## src/rtl/rpm_pkg.sv

```systemverilog
// Shared types and width helpers for the multi-channel RPM estimator.
// Every file of the estimator imports this package.
package rpm_pkg;

    typedef enum logic [1:0] {
        IDLE = 2'd0,
        CALC = 2'd1,
        DONE = 2'd2
    } rpm_state_e;

    localparam int DEF_SCALE_MUL   = 5;
    localparam int DEF_SCALE_SHIFT = 4;

    function automatic int sum_width(input int count_w, input int avg_log2);
        return count_w + avg_log2;
    endfunction

    // 8 spare bits cover any 8-bit unsigned scale multiplier
    function automatic int prod_width(input int sum_w);
        return sum_w + 8;
    endfunction

    function automatic longint rpm_max(input int rpm_w);
        return (longint'(1) <<< (rpm_w - 1)) - 1;
    endfunction

    function automatic longint rpm_min(input int rpm_w);
        return -(longint'(1) <<< (rpm_w - 1));
    endfunction

endpackage

```

## src/rtl/rpm_scale_sat.sv

```systemverilog
// Combinational multiply, shift toward zero and clamp into the RPM output range.
// One instance is shared by all channels of the estimator.
module rpm_scale_sat
    import rpm_pkg::*;
#(
    parameter int SUM_W       = 35,
    parameter int RPM_W       = 16,
    parameter int SCALE_MUL   = DEF_SCALE_MUL,
    parameter int SCALE_SHIFT = DEF_SCALE_SHIFT
) (
    input  logic signed [SUM_W-1:0] avg_i,
    output logic signed [RPM_W-1:0] rpm_o,
    output logic                    sat_o
);

    localparam int PROD_W = prod_width(SUM_W);
    localparam logic signed [PROD_W-1:0] MUL_C  = PROD_W'(SCALE_MUL);
    localparam logic signed [PROD_W-1:0] BIAS_C = PROD_W'((longint'(1) <<< SCALE_SHIFT) - 1);
    localparam logic signed [PROD_W-1:0] ZERO_C = '0;
    localparam logic signed [PROD_W-1:0] MAX_C  = PROD_W'(rpm_max(RPM_W));
    localparam logic signed [PROD_W-1:0] MIN_C  = PROD_W'(rpm_min(RPM_W));

    logic signed [PROD_W-1:0] avg_ext;
    logic signed [PROD_W-1:0] prod;
    logic signed [PROD_W-1:0] bias;
    logic signed [PROD_W-1:0] biased;
    logic signed [PROD_W-1:0] scaled;

    always_comb begin
        avg_ext = PROD_W'(avg_i);
        prod    = avg_ext * MUL_C;
        // adding 2^S-1 before the arithmetic shift turns floor into truncation for negatives
        bias    = prod[PROD_W-1] ? BIAS_C : ZERO_C;
        biased  = prod + bias;
        scaled  = biased >>> SCALE_SHIFT;

        if (scaled > MAX_C) begin
            rpm_o = MAX_C[RPM_W-1:0];
            sat_o = 1'b1;
        end else if (scaled < MIN_C) begin
            rpm_o = MIN_C[RPM_W-1:0];
            sat_o = 1'b1;
        end else begin
            rpm_o = scaled[RPM_W-1:0];
            sat_o = 1'b0;
        end
    end

endmodule

```

## src/rtl/rpm_multi_estimator.sv

```systemverilog
// Multi-channel RPM estimator: coherent snapshot on a sample tick, wrap-safe delta,
// moving average and scale/saturate, one channel per cycle through a shared scaler.
module rpm_multi_estimator
    import rpm_pkg::*;
#(
    parameter int CHANNELS    = 2,
    parameter int COUNT_W     = 33,
    parameter int RPM_W       = 16,
    parameter int SAMPLE_DIV  = 250000,
    parameter int AVG_LOG2    = 2,
    parameter int SCALE_MUL   = DEF_SCALE_MUL,
    parameter int SCALE_SHIFT = DEF_SCALE_SHIFT
) (
    input  logic                        clk,
    input  logic                        reset,
    input  logic                        enable,
    input  logic                        clear,
    input  logic [CHANNELS*COUNT_W-1:0] count,
    output logic [CHANNELS*RPM_W-1:0]   rpm_out,
    output logic [CHANNELS-1:0]         rpm_sat,
    output logic                        rpm_valid
);

    localparam int SUM_W = sum_width(COUNT_W, AVG_LOG2);
    localparam int DEPTH = 1 << AVG_LOG2;
    localparam int PTR_W = (AVG_LOG2 > 0) ? AVG_LOG2 : 1;
    localparam int CH_W  = (CHANNELS > 1) ? $clog2(CHANNELS) : 1;
    localparam int DIV_W = $clog2(SAMPLE_DIV);

    localparam logic [DIV_W-1:0]        DIV_LAST = DIV_W'(SAMPLE_DIV - 1);
    localparam logic [CH_W-1:0]         CH_LAST  = CH_W'(CHANNELS - 1);
    localparam logic [PTR_W-1:0]        PTR_LAST = PTR_W'(DEPTH - 1);
    localparam logic signed [SUM_W-1:0] AVG_BIAS = SUM_W'(DEPTH - 1);
    localparam logic signed [SUM_W-1:0] SUM_ZERO = '0;

    rpm_state_e                state_q;
    logic [DIV_W-1:0]          div_q;
    logic [CH_W-1:0]           ch_q;
    logic                      all_primed_q;
    logic [CHANNELS-1:0]       primed_q;
    logic [COUNT_W-1:0]        snap_q [CHANNELS];
    logic [COUNT_W-1:0]        last_q [CHANNELS];
    logic signed [COUNT_W-1:0] ring_q [CHANNELS][DEPTH];
    logic [PTR_W-1:0]          ptr_q  [CHANNELS];
    logic signed [SUM_W-1:0]   sum_q  [CHANNELS];
    logic signed [RPM_W-1:0]   rpm_q  [CHANNELS];
    logic [CHANNELS-1:0]       sat_q;
    logic                      valid_q;

    logic [COUNT_W-1:0]        count_ch [CHANNELS];
    logic                      tick;
    logic signed [COUNT_W-1:0] delta_d;
    logic signed [SUM_W-1:0]   sum_d;
    logic signed [SUM_W-1:0]   bias_d;
    logic signed [SUM_W-1:0]   biased_d;
    logic signed [SUM_W-1:0]   avg_d;
    logic [PTR_W-1:0]          ptr_d;
    logic signed [RPM_W-1:0]   rpm_d;
    logic                      sat_d;

    genvar gi;
    generate
        for (gi = 0; gi < CHANNELS; gi++) begin : g_ch
            assign count_ch[gi]                 = count[gi*COUNT_W +: COUNT_W];
            assign rpm_out[gi*RPM_W +: RPM_W]   = rpm_q[gi];
        end
    endgenerate

    assign rpm_sat   = sat_q;
    assign rpm_valid = valid_q;
    assign tick      = enable && (div_q == DIV_LAST);

    // Datapath for the channel selected by ch_q; modular subtraction makes counter wrap harmless
    always_comb begin
        delta_d  = snap_q[ch_q] - last_q[ch_q];
        sum_d    = sum_q[ch_q] + SUM_W'(delta_d) - SUM_W'(ring_q[ch_q][ptr_q[ch_q]]);
        bias_d   = sum_d[SUM_W-1] ? AVG_BIAS : SUM_ZERO;
        biased_d = sum_d + bias_d;
        avg_d    = biased_d >>> AVG_LOG2;
        ptr_d    = (ptr_q[ch_q] == PTR_LAST) ? '0 : ptr_q[ch_q] + 1'b1;
    end

    rpm_scale_sat #(
        .SUM_W       (SUM_W),
        .RPM_W       (RPM_W),
        .SCALE_MUL   (SCALE_MUL),
        .SCALE_SHIFT (SCALE_SHIFT)
    ) u_scale (
        .avg_i (avg_d),
        .rpm_o (rpm_d),
        .sat_o (sat_d)
    );

    always_ff @(posedge clk or posedge reset) begin
        if (reset) begin
            state_q      <= IDLE;
            div_q        <= '0;
            ch_q         <= '0;
            all_primed_q <= 1'b0;
            primed_q     <= '0;
            sat_q        <= '0;
            valid_q      <= 1'b0;
            for (int i = 0; i < CHANNELS; i++) begin
                snap_q[i] <= '0;
                last_q[i] <= '0;
                ptr_q[i]  <= '0;
                sum_q[i]  <= '0;
                rpm_q[i]  <= '0;
                for (int j = 0; j < DEPTH; j++) begin
                    ring_q[i][j] <= '0;
                end
            end
        end else if (clear) begin
            state_q      <= IDLE;
            div_q        <= '0;
            ch_q         <= '0;
            all_primed_q <= 1'b0;
            primed_q     <= '0;
            sat_q        <= '0;
            valid_q      <= 1'b0;
            for (int i = 0; i < CHANNELS; i++) begin
                ptr_q[i] <= '0;
                sum_q[i] <= '0;
                rpm_q[i] <= '0;
                for (int j = 0; j < DEPTH; j++) begin
                    ring_q[i][j] <= '0;
                end
            end
        end else begin
            valid_q <= 1'b0;
            if (enable) begin
                div_q <= (div_q == DIV_LAST) ? '0 : div_q + 1'b1;
            end

            case (state_q)
                IDLE: begin
                    if (tick) begin
                        snap_q       <= count_ch;
                        all_primed_q <= &primed_q;
                        ch_q         <= '0;
                        state_q      <= CALC;
                    end
                end
                CALC: begin
                    if (primed_q[ch_q]) begin
                        ring_q[ch_q][ptr_q[ch_q]] <= delta_d;
                        ptr_q[ch_q]               <= ptr_d;
                        sum_q[ch_q]               <= sum_d;
                        rpm_q[ch_q]               <= rpm_d;
                        sat_q[ch_q]               <= sat_d;
                    end else begin
                        primed_q[ch_q] <= 1'b1;
                    end
                    last_q[ch_q] <= snap_q[ch_q];
                    if (ch_q == CH_LAST) begin
                        state_q <= DONE;
                        valid_q <= all_primed_q;
                    end else begin
                        ch_q <= ch_q + 1'b1;
                    end
                end
                DONE: begin
                    state_q <= IDLE;
                end
                default: begin
                    state_q <= IDLE;
                end
            endcase
        end
    end

endmodule
```

## config.mk

```make
export PLATFORM = sky130hd
export DESIGN_NAME = rpm_multi_estimator
export DESIGN_NICKNAME = d
export VERILOG_FILES = /design/src/rtl/rpm_pkg.sv /design/src/rtl/rpm_scale_sat.sv /design/src/rtl/rpm_multi_estimator.sv
export SDC_FILE = /design/constraint.sdc
export NUM_CORES = 2
export LEC_CHECK = 0
export CAP_MARGIN = 20
export CORE_ASPECT_RATIO = 1.75
export CORE_MARGIN = 5
export CORE_UTILIZATION = 30
export DETAILED_ROUTE_END_ITERATION = 12
export GPL_TIMING_DRIVEN = 0
export PLACE_DENSITY = 0.47
export SLEW_MARGIN = 20
export SYNTH_ARGS = -nofsm -noshare
export SYNTH_HDL_FRONTEND = slang
export SYNTH_SLANG_ARGS = --single-unit
```

## constraint.sdc

```tcl
create_clock -name clk -period 33.3 [get_ports clk]
set_input_delay 6.66 -clock clk [delete_from_list [all_inputs] [get_ports clk]]
set_output_delay 6.66 -clock clk [all_outputs]
set_load 0.05 [all_outputs]
```

==> results.cfg <==
[pwr]
swShare_pct = 40.32
clock_power_share_pct = 28.0
intPower_mw = 1.479
power_frac_comb_pct = 45.6
p_per_area_nw_per_um2 = 69.36
p_leak_nw = 15.41
seq_power_share_pct = 26.3
ir_worst_vdd_uv = 58.25
switchingPower_uw = 999.2

[sta]
maxSlewViolCount = 0
fin_crit_sh_pct = 59.51
hold_violations = 0
fin_setup_tns_ns = 0
period_minus_slack_ns = 19.82
setup_violations = 0
fmax_mhz = 50.47
fin_skew_ns = 0.03917
slew_headroom_pct = 22.50
max_slew.worst_pin.slew_ns = 1.144
rsz0062_at_grt = no

[logic_synthesis]
netlist_instances = 3147
synthTopCellsByArea = dfrtp_1 43%, nand2_1 5.9%, a22o_1 5.6%
synth_warnings = 0
yosys.area.top_type_share_pct = 43.01
ys_seq_elements = 529
syn-cell-area_um2 = 30780
synth_cell_types = 92
synthArstFlopShare_pct = 100.0
synth_enable_flop_cells = 0
syn_area_per_cell_um2 = 9.779
synth_seq_area_share_pct = 43.01
yosysTopAreaCell = dfrtp_1
synth.net_count = 3388
synthFlopType = dfrtp_1

[job]
cap_violations = 0

[place]
post_dp_cell_area_um2 = 33690
hpwl_mm = 80.24
finalWeightedCongestion = 0.8904
numPortBuffers = 103

[floorplanning]
core_um2 = 102000
fp.dieH_um = 433.7
row_count = 155
die_area_um2 = 109300
start_util_pct = 30.17
fp.dieW_um = 252.1
io_pins = 105

[final_layout]
finish.instance_area_um2 = 35720
n_fill_cell = 10640
mostFrequentLayoutCells = 529 x dfrtp_1, 486 x nand2_1, 255 x a21oi_1, 207 x nor2_1, 198 x a22o_1
drive_above_1_share_pct = 8.780
fin_util_pct = 35.02
diodes = 0
syn_to_final_growth_pct = 16.08
final_common_cell = dfrtp_1
fin_nets = 3558

[cts]
clock_path_buffers = 3
insertion_delay_ns = 0.65
tritoncts = yes
cts_resized = 0
clock_sinks = 529
cts_hold_buf = 0
cts_root_buf = clkbuf_16
htree_num_levels = 2
numCtsBuffers = 57
cts_setup_buffers = 0
clk_pin_slew_ns = 0.06

[routing]
finalWirelength_mm = 101.5
drt-vias-per-instance = 5.180
num_vias = 24310
drtIter0Drc = 1049
wl_per_cell_um = 21.62
first_pass_iters = 5
ant_nets = 0
drcViolationCount = 0

[global_routing]
grt_pass1_vias = 25620
antenna_found_initial = 0
grt.total_usage_pct = 18.21
grt_max_degree = 99
grt_pass1_wl_mm = 154.8
grt_overflow_total = 0

[critical_path]
cp.arrival_ns = 20.33
critPathMaxStageDelay_ns = 0.77
criticalPathCategory = register to register
worstPathRequired_ns = 33.82
crit_path_top_delay_cell = buf_1
end_kind = register
cp_max_fo = 10
critPathLaunchType = register
crit_top_cell = ha_1

[run_status]
status = completed

[worst_hold_path]
min_path_type = register to register
## power by group through the flow
stage | Sequential [mW] | Clock [mW] | Combinational [mW]
final | 0.653 | 0.694 | 1.13
after global routing | 0.653 | 0.736 | 1.28
after CTS | 0.653 | 0.713 | 1.14
after detailed placement | 0.665 | 0 | 1.13
after global placement | 0.666 | 0 | 1.13
after floorplan | 0.664 | 0 | 0.866
## per-layer routing
metal	GRT usage (%)	routed length, um	vias up
met5	0	0	-
met4	8.485	5490	0
met3	1.777	3082	174
met2	35.94	55900	515
met1	19.10	37020	11970
li1	-	-	11650
## stage by stage
step | total power, mW | setup slack, ns | cells | hold WS, ns
4_1_cts | 2.507 | 13.37 | 4694 | 0.4743
6_report | 2.478 | 13.48 | 4694 | 0.4796
2_1_floorplan | 1.530 | 11.86 | 3147 | 0.4432
3_3_place_gp | 1.796 | 4.124 | 4584 | 0.4568
3_5_place_dp | 1.798 | 13.45 | 4592 | 0.4603
5_1_grt | 2.666 | 11.89 | 4694 | 0.4959
## sequential cells by signal, indices dropped and copies added, names as in the netlist, 4 cells and up
signal   count
ring_q     264
sum_q       70
last_q      66
snap_q      66
rpm_out     32
div_q       18
ptr_q        4
## final timing paths
path                            start     endpoint  slack, ns  depth (start not counted)
setup / recovery                 ch_q  rpm_out[16]      13.48                         57
hold reg to reg            ring_q[35]   ring_q[35]       0.48                          2
max in group asynchronous       reset    sum_q[27]      25.40                          4
hold / removal             ring_q[35]   ring_q[35]       0.48                          2
min in group asynchronous       reset    snap_q[1]       6.50                          2
setup reg to reg                 ch_q  rpm_out[16]      13.48                         57
## critical path, delay by kind of cell, from the launching register on
kind                       cells  cell delay [ns]
AOI/OAI and AO/OA             20             5.85
xor gates and xnor gates       2             0.56
adders and majority gates      6             2.34
buffers and inverters         10             4.69
DFF                            1             0.32
muxes                          2             0.59
and+or+nand+nor               17             5.33
## cells by family (layout without fill, tap and decap cells)
family / Yosys count / count (layout) / synth area share (%)
compound gates: 826 / 826 / 18.47
xor+xnor: 148 / 148 / 4.212
fa+ha+maj: 171 / 171 / 7.830
buf+inv: 283 / 496 / 3.541
flops: 529 / 529 / 43.01
mux: 207 / 207 / 8.477
simple gates: 983 / 983 / 14.46
## cell usage after synthesis (all sizes together) (6+ instances only)
| cell type | instances |
|---|---|
| nor3 | 30 |
| nand4 | 26 |
| xor2 | 56 |
| nor2 | 207 |
| ha | 135 |
| nor2b | 17 |
| mux2 | 99 |
| inv | 94 |
| o31ai | 19 |
| or3 | 13 |
| nand3 | 49 |
| o21a | 13 |
| a311oi | 36 |
| o2111ai | 6 |
| nand2b | 21 |
| o211ai | 45 |
| o21bai | 11 |
| and3 | 47 |
| dfrtp | 529 |
| nor4b | 8 |
| xnor2 | 92 |
| clkbuf | 151 |
| nor4 | 20 |
| a31oi | 15 |
| buf | 36 |
| and2 | 19 |
| nand2 | 486 |
| a22o | 198 |
| or2 | 10 |
| a21oi | 258 |
| a211oi | 26 |
| o21ai | 119 |
| mux2i | 75 |
| fa | 36 |
| mux4 | 33 |
| a21o | 31 |
## layout make-up
type | count | area (um2) | area share [%]
sequential | 529 | 13240 | 37.06
clock inverter | 25 | 414.1 | 1.159
clock buffer | 77 | 1582 | 4.427
multi-input combinational | 2335 | 16520 | 46.25
inverter | 96 | 367.9 | 1.030
tap | 1334 | 1669 | 4.672
buffer | 187 | 735.7 | 2.059
timing repair buffer | 111 | 1195 | 3.345
Note: power is estimated with default switching activity, not from simulation.
